## src/rtl/sort_div_seq_if.sv

```systemverilog
// Request/result bundle for sort_div_seq: operand vector and mode in, one-cycle result strobe out.
interface sort_div_seq_if #(
    parameter int W = 4,
    parameter int N = 4
);
    logic             in_valid;
    logic [N*W-1:0]   in_data;
    logic             mode;
    logic             in_ready;
    logic             out_valid;
    logic [W-1:0]     out_n;
    logic             out_err;

    modport master (
        output in_valid, in_data, mode,
        input  in_ready, out_valid, out_n, out_err
    );

    modport slave (
        input  in_valid, in_data, mode,
        output in_ready, out_valid, out_n, out_err
    );
endinterface

```

## src/rtl/sort_div_seq.sv

```systemverilog
// Sequential sorter plus calculator: sorts N unsigned operands into descending
// order with odd-even transposition (one pass per cycle), then either divides
// the largest by the smallest (restoring, one quotient bit per cycle) or sums
// the differences of adjacent sorted pairs (one pair per cycle).
module sort_div_seq #(
    parameter int W = 4,
    parameter int N = 4
) (
    input  logic           clk,
    input  logic           rst,
    sort_div_seq_if.slave  bus
);

    localparam int CW = $clog2(N + W + 2) + 1;

    typedef enum logic [1:0] {
        S_IDLE = 2'd0,
        S_SORT = 2'd1,
        S_CALC = 2'd2,
        S_DONE = 2'd3
    } state_t;

    state_t         r_state;
    state_t         w_next;

    logic [W-1:0]   r_s [N];
    logic [W-1:0]   w_pass [N];
    logic           r_mode;
    logic [CW-1:0]  r_cnt;
    logic [W-1:0]   r_rem;
    logic [W-1:0]   r_quo;
    logic [W-1:0]   r_acc;
    logic           r_err;

    logic           w_sort_last;
    logic           w_calc_last;
    logic [W:0]     w_trial;
    logic [W:0]     w_divisor;
    logic           w_ge;
    logic [W:0]     w_sub;
    logic [W-1:0]   w_hi;
    logic [W-1:0]   w_lo;
    logic [W-1:0]   w_diff;

    assign w_sort_last = (r_cnt == CW'(N - 1));
    assign w_calc_last = r_mode ? (r_cnt == CW'(N / 2 - 1)) : (r_cnt == CW'(W - 1));

    // One odd-even transposition pass: pairs starting at even or odd index, larger value moves down
    always_comb begin
        for (int i = 0; i < N; i++) begin
            w_pass[i] = r_s[i];
        end
        for (int i = 0; i < N - 1; i++) begin
            if ((((i % 2) != 0) == r_cnt[0]) && (r_s[i] < r_s[i+1])) begin
                w_pass[i]   = r_s[i+1];
                w_pass[i+1] = r_s[i];
            end
        end
    end

    // Restoring-division step: shift next dividend bit into the remainder and try the subtract.
    // A zero divisor always "fits", which yields the all-ones quotient for free.
    always_comb begin
        w_trial   = {r_rem, r_quo[W-1]};
        w_divisor = {1'b0, r_s[N-1]};
        w_ge      = (w_trial >= w_divisor);
        w_sub     = w_trial - w_divisor;
    end

    // Select the sorted pair (2j, 2j+1) addressed by the calc counter
    always_comb begin
        w_hi = '0;
        w_lo = '0;
        for (int j = 0; j < N / 2; j++) begin
            if (r_cnt == CW'(j)) begin
                w_hi = r_s[2*j];
                w_lo = r_s[2*j+1];
            end
        end
        w_diff = w_hi - w_lo;
    end

    // State register
    always_ff @(posedge clk) begin
        if (rst) begin
            r_state <= S_IDLE;
        end else begin
            r_state <= w_next;
        end
    end

    // Next-state logic
    always_comb begin
        w_next = r_state;
        case (r_state)
            S_IDLE: if (bus.in_valid) w_next = S_SORT;
            S_SORT: if (w_sort_last)  w_next = S_CALC;
            S_CALC: if (w_calc_last)  w_next = S_DONE;
            S_DONE: w_next = S_IDLE;
            default: w_next = S_IDLE;
        endcase
    end

    // Output logic: results are forced to zero outside the single DONE cycle
    always_comb begin
        bus.in_ready  = (r_state == S_IDLE);
        bus.out_valid = (r_state == S_DONE);
        bus.out_n     = '0;
        bus.out_err   = 1'b0;
        if (r_state == S_DONE) begin
            bus.out_n   = r_mode ? r_acc : r_quo;
            bus.out_err = r_err;
        end
    end

    // Datapath: capture operands, run sort passes, then divide or accumulate
    always_ff @(posedge clk) begin
        if (rst) begin
            for (int k = 0; k < N; k++) begin
                r_s[k] <= '0;
            end
            r_mode <= 1'b0;
            r_cnt  <= '0;
            r_rem  <= '0;
            r_quo  <= '0;
            r_acc  <= '0;
            r_err  <= 1'b0;
        end else begin
            case (r_state)
                S_IDLE: begin
                    if (bus.in_valid) begin
                        for (int k = 0; k < N; k++) begin
                            r_s[k] <= bus.in_data[k*W +: W];
                        end
                        r_mode <= bus.mode;
                        r_cnt  <= '0;
                        r_rem  <= '0;
                        r_quo  <= '0;
                        r_acc  <= '0;
                        r_err  <= 1'b0;
                    end
                end
                S_SORT: begin
                    r_s <= w_pass;
                    if (w_sort_last) begin
                        r_cnt <= '0;
                        // Dividend is the largest value, known once the final pass settles
                        r_quo <= w_pass[0];
                        r_err <= (w_pass[N-1] == '0) && !r_mode;
                    end else begin
                        r_cnt <= r_cnt + CW'(1);
                    end
                end
                S_CALC: begin
                    r_cnt <= r_cnt + CW'(1);
                    if (r_mode) begin
                        r_acc <= r_acc + w_diff;
                    end else if (w_ge) begin
                        r_rem <= w_sub[W-1:0];
                        r_quo <= {r_quo[W-2:0], 1'b1};
                    end else begin
                        r_rem <= w_trial[W-1:0];
                        r_quo <= {r_quo[W-2:0], 1'b0};
                    end
                end
                default: begin
                end
            endcase
        end
    end

endmodule

```

## src/flat_wrapper.sv

```systemverilog
// flat-port wrapper written by rule: the top's interface ports become plain ports
module sort_div_seq_flat 
#(
    parameter int W = 4,
    parameter int N = 4
)
  (clk, rst, bus_in_valid, bus_in_data, bus_mode, bus_in_ready, bus_out_valid, bus_out_n, bus_out_err);
  sort_div_seq_if #(.W(W), .N(N)) bus_i ();
  input  logic clk;
  input  logic rst;
  input wire logic [$bits(bus_i.in_valid)-1:0] bus_in_valid;
  input wire logic [$bits(bus_i.in_data)-1:0] bus_in_data;
  input wire logic [$bits(bus_i.mode)-1:0] bus_mode;
  output wire logic [$bits(bus_i.in_ready)-1:0] bus_in_ready;
  output wire logic [$bits(bus_i.out_valid)-1:0] bus_out_valid;
  output wire logic [$bits(bus_i.out_n)-1:0] bus_out_n;
  output wire logic [$bits(bus_i.out_err)-1:0] bus_out_err;
  assign bus_i.in_valid = bus_in_valid;
  assign bus_i.in_data = bus_in_data;
  assign bus_i.mode = bus_mode;
  assign bus_in_ready = bus_i.in_ready;
  assign bus_out_valid = bus_i.out_valid;
  assign bus_out_n = bus_i.out_n;
  assign bus_out_err = bus_i.out_err;
  sort_div_seq #(.W(W), .N(N)) u_core (.clk(clk), .rst(rst), .bus(bus_i));
endmodule
```

## config.mk

```make
export PLATFORM = sky130hd
export DESIGN_NAME = sort_div_seq_flat
export DESIGN_NICKNAME = d
export VERILOG_FILES = /design/src/rtl/sort_div_seq_if.sv /design/src/rtl/sort_div_seq.sv /design/src/flat_wrapper.sv
export SDC_FILE = /design/constraint.sdc
export NUM_CORES = 1
export LEC_CHECK = 0
export ABC_CLOCK_PERIOD_IN_PS = 3200
export CORE_MARGIN = 2
export CORE_UTILIZATION = 52
export DETAILED_ROUTE_END_ITERATION = 10
export HOLD_SLACK_MARGIN = 0.12
export PLACE_DENSITY = 0.78
export SETUP_SLACK_MARGIN = 0.5
export SLEW_MARGIN = 20
export SYNTH_ARGS = -nofsm -noshare
export SYNTH_HDL_FRONTEND = slang
export SYNTH_SLANG_ARGS = --single-unit
```

## constraint.sdc

```tcl
create_clock -name clk -period 3.2 [get_ports clk]
set_clock_uncertainty 0.05 [all_clocks]
set_input_delay 0.96 -clock clk [delete_from_list [all_inputs] [get_ports clk]]
set_output_delay 0.96 -clock clk [all_outputs]
set_load 0.005 [all_outputs]
```

==> impl_metrics.yaml <==
outcome:
  run_status: "finished clean"
run:
  maxCapViolations: 0
power_and_ir_drop:
  vdd_drop_max_mv: 0.661
  finalPower_mw: 3.41
  leakage_nw: 1.17
  power_density_nw_per_um2: 1060
synth:
  ys_ff_latch: 37
  avgSynthCellArea_um2: 8.32
  ys.flop_type: "dfxtp_1"
  syn_nets: 377
  synth-async-reset-ratio_pct: 0
  synth_edf_count: 0
  syn_area_um2: 2740
  synth.distinct_cells: 53
  synthCells: 329
  synth_warnings: 0
  synth-seq-area-share_pct: 27.1
floorplanning:
  ios: 27
  coreArea_um2: 5110
  die-area_um2: 5860
  fp-row-count: 26
  start_util_pct: 53.6
  die_y_um: 76.5
  die_w_um: 76.5
grt:
  grt_pass1_wl_um: 11300
  grt_max_degree: 35
  grt_use_total_pct: 23.9
  antenna_found_initial: 0
  grt_pass1_vias: 2405
  grt.overflow.total: 0
place:
  io_buffers: 26
  gp_congestion: 0.912
  dpl.hpwl_um: 4970
timing:
  hold_viol: 0
  max_slew.worst_pin.slew_ps: 722
  fmax_mhz: 348
  slew_violations: 0
  post-route-period-util_pct: 89.9
  setup_violations: 0
  layout_min_cycle_time_ps: 2880
  whs_ps: 444
  maxSlewHeadroom_pct: 51.3
  setup_tns_ps: 0
  rsz0062_at_grt: "yes"
layout:
  synthToLayoutAreaGrowth_pct: 18.0
  antenna_cells: 0
  drive_gt1_share_pct: 13.1
  final_nets: 406
  num-fill-cells: 457
worst_setup_path:
  worst_setup_path_start_kind: "flop"
  setup.worst_path.end: "u_core.r_acc[3]$_SDFFE_PP0P_"
  crit_start: "u_core.r_cnt[3]$_SDFFE_PP0P_"
  cp.arrival_ps: 3030
  ff2ff_setup_slack_ps: 320
  rr_startpoint: "u_core.r_cnt[3]$_SDFFE_PP0P_"
  r2r_end: "u_core.r_acc[3]$_SDFFE_PP0P_"
  rr_worst_depth: 10
  critPathMaxFanout: 3
  criticalPathCategory: "flop to flop"
  worst_ep_required_time_ps: 3350
  endpoint_kind: "flop"
route:
  avgRoutedWirePerCell_um: 15.6
  ant_nets: 0
  totalWireLength_um: 6660
  drt_iter0_drc: 125
  drc: 0
  firstDrtPassIters: 4
  vias_per_cell: 5.92
  vias: 2533
cts:
  clk_path_buf_depth: 2
  clk_pin_slew_ps: 70
  numCtsBuffers: 5
  cts_tree: "done"
  h-tree-depth: 2
  insertion_delay_ps: 300
  cts-root-buf: "clkbuf_8"
  postCtsHoldBufs: 0
  clock_sinks: 37
hold_path:
  min-delay-path-class: "flop to flop"
==> cells in the mapped netlist, drive strengths merged (3+ instances only) <==
| library cell | number | area share, % |
|---|---|---|
| a21oi | 15 | 3.2 |
| inv | 27 | 3.7 |
| xor2 | 7 | 2.2 |
| a22o | 6 | 1.9 |
| nand4 | 3 | 0.69 |
| nor2 | 42 | 6.1 |
| o211ai | 6 | 1.6 |
| fa | 4 | 2.9 |
| nor2b | 6 | 1.4 |
| a31oi | 7 | 2.1 |
| o21ai | 21 | 3.8 |
| buf | 6 | 2.0 |
| dfxtp | 37 | 27 |
| o31ai | 4 | 1.1 |
| a22oi | 10 | 2.7 |
| a211oi | 8 | 2.2 |
| clkbuf | 6 | 1.2 |
| ha | 24 | 11 |
| nor3 | 5 | 0.91 |
| a311oi | 3 | 1.6 |
| nor4 | 5 | 1.1 |
| mux2i | 10 | 3.7 |
| nand3 | 6 | 1.1 |
| nand2 | 19 | 2.6 |
| or2 | 4 | 0.91 |
| o22ai | 8 | 1.8 |
| nand2b | 8 | 1.8 |
==> metal layers <==
| layer | up-vias | GRT usage [%] | wire (um) |
|---|---|---|---|
| li1 | 1253 | - | - |
| met1 | 1182 | 30.6 | 2920 |
| met2 | 86 | 40.0 | 3190 |
| met3 | 12 | 4.86 | 432 |
| met4 | 0 | 8.73 | 125 |
| met5 | - | 0 | 0 |
==> power breakdown <==
part / internal, mW / switching [mW]
combinational: 0.983 / 1.29
clock: 0.171 / 0.167
sequential: 0.588 / 0.208
==> cells by family (layout without fill, tap and decap cells) <==
family / after synthesis / after routing / synth area share (%)
and+or+nand+nor: 106 / 106 / 19.2
AOI/OAI and AO/OA: 98 / 98 / 25.6
buffers and inverters: 39 / 68 / 6.90
DFF: 37 / 37 / 27.1
adders and majority gates: 28 / 28 / 13.9
muxes: 12 / 12 / 4.48
xor gates and xnor gates: 9 / 9 / 2.88
==> state kept, by name (all words and copies together), names as in the netlist <==
register,flops
u_core.r_err,1
u_core.r_rem,4
u_core.r_acc,4
u_core.r_s,16
u_core.r_mode,1
u_core.r_state,2
u_core.r_cnt,5
u_core.r_quo,4
==> layout make-up <==
cell class | instances | area, um2 | share of cell area [%]
clock buffers | 7 | 86.3 | 2.67
flip-flops and latches | 37 | 749 | 23.2
repair buffers | 34 | 320 | 9.92
well taps | 70 | 87.6 | 2.71
inverters | 27 | 101 | 3.14
multi-input cells | 253 | 1880 | 58.3
==> layout by cell type, fill, tap and decap left out, types with 2 or more instances in the layout <==
cell type        Yosys  layout
mux2_2               2       2
nand2b_1             8       8
a22o_1               6       6
nor2b_1              6       6
dfxtp_2              0       4
buf_4                0       8
o22ai_1              8       8
clkbuf_8             1       6
or2_2                3       3
fa_1                 4       3
dfxtp_1             37      32
nor2_1              40      40
o31ai_1              4       4
o21ai_0             21      21
a32o_1               2       2
a31oi_1              6       6
nand3_1              6       6
xor2_1               7       7
nor3_1               5       4
inv_2                0       2
xnor2_1              2       2
ha_2                 0       2
inv_1               27      25
o211ai_1             6       6
ha_4                 0       3
ha_1                24      19
a22oi_1             10       9
mux2i_1             10      10
a21oi_1             14      13
nand2_1             19      19
a311oi_1             2       2
clkdlybuf4s50_1      0      26
nor4_1               5       5
o2bb2ai_1            2       2
nand4_1              3       3
a211oi_1             8       7
==> how the worst min path moves through the flow <==
stage	from	end	slack [ps]	cells past startpoint
final	u_core.r_err$_SDFFE_PP0P_	u_core.r_err$_SDFFE_PP0P_	440	2
after global routing	u_core.r_err$_SDFFE_PP0P_	u_core.r_err$_SDFFE_PP0P_	470	2
after CTS	u_core.r_err$_SDFFE_PP0P_	u_core.r_err$_SDFFE_PP0P_	450	2
after detailed placement	u_core.r_err$_SDFFE_PP0P_	u_core.r_err$_SDFFE_PP0P_	440	2
after global placement	u_core.r_err$_SDFFE_PP0P_	u_core.r_err$_SDFFE_PP0P_	430	2
after floorplan	u_core.r_err$_SDFFE_PP0P_	u_core.r_err$_SDFFE_PP0P_	390	2
==> critical path, stage by stage, from the launching register on <==
cell and delay, ps:
dfxtp_2 330, or3_4 400, nor3b_4 250, buf_4 170
a22oi_1 100, fa_1 570, ha_4 220, a21oi_2 160
xor2_1 180, xnor2_1 120, o311ai_1 240
==> stage by stage <==
step / worst slack, ps / utilization [%] / area, um2 / std cells
2_1_floorplan: 429 / - / 2770 / 329
3_3_place_gp: 324 / 59.8 / 3050 / 416
3_5_place_dp: 216 / 59.8 / 3050 / 416
4_1_cts: 258 / 62.6 / 3200 / 427
5_1_grt: 226 / 63.2 / 3230 / 428
6_report: 323 / 63.2 / 3230 / 428
==> what timing repair did <==
| action | CTS | global route |
|---|---|---|
| pin swaps | 13 | 8 |
| gates cloned | 0 | 0 |
| gates resized for setup | 10 | 7 |
| setup endpoints to repair | 6 | 11 |
| buffers inserted | 4 | 1 |
No activity file was read; power rests on OpenSTA's default activity.
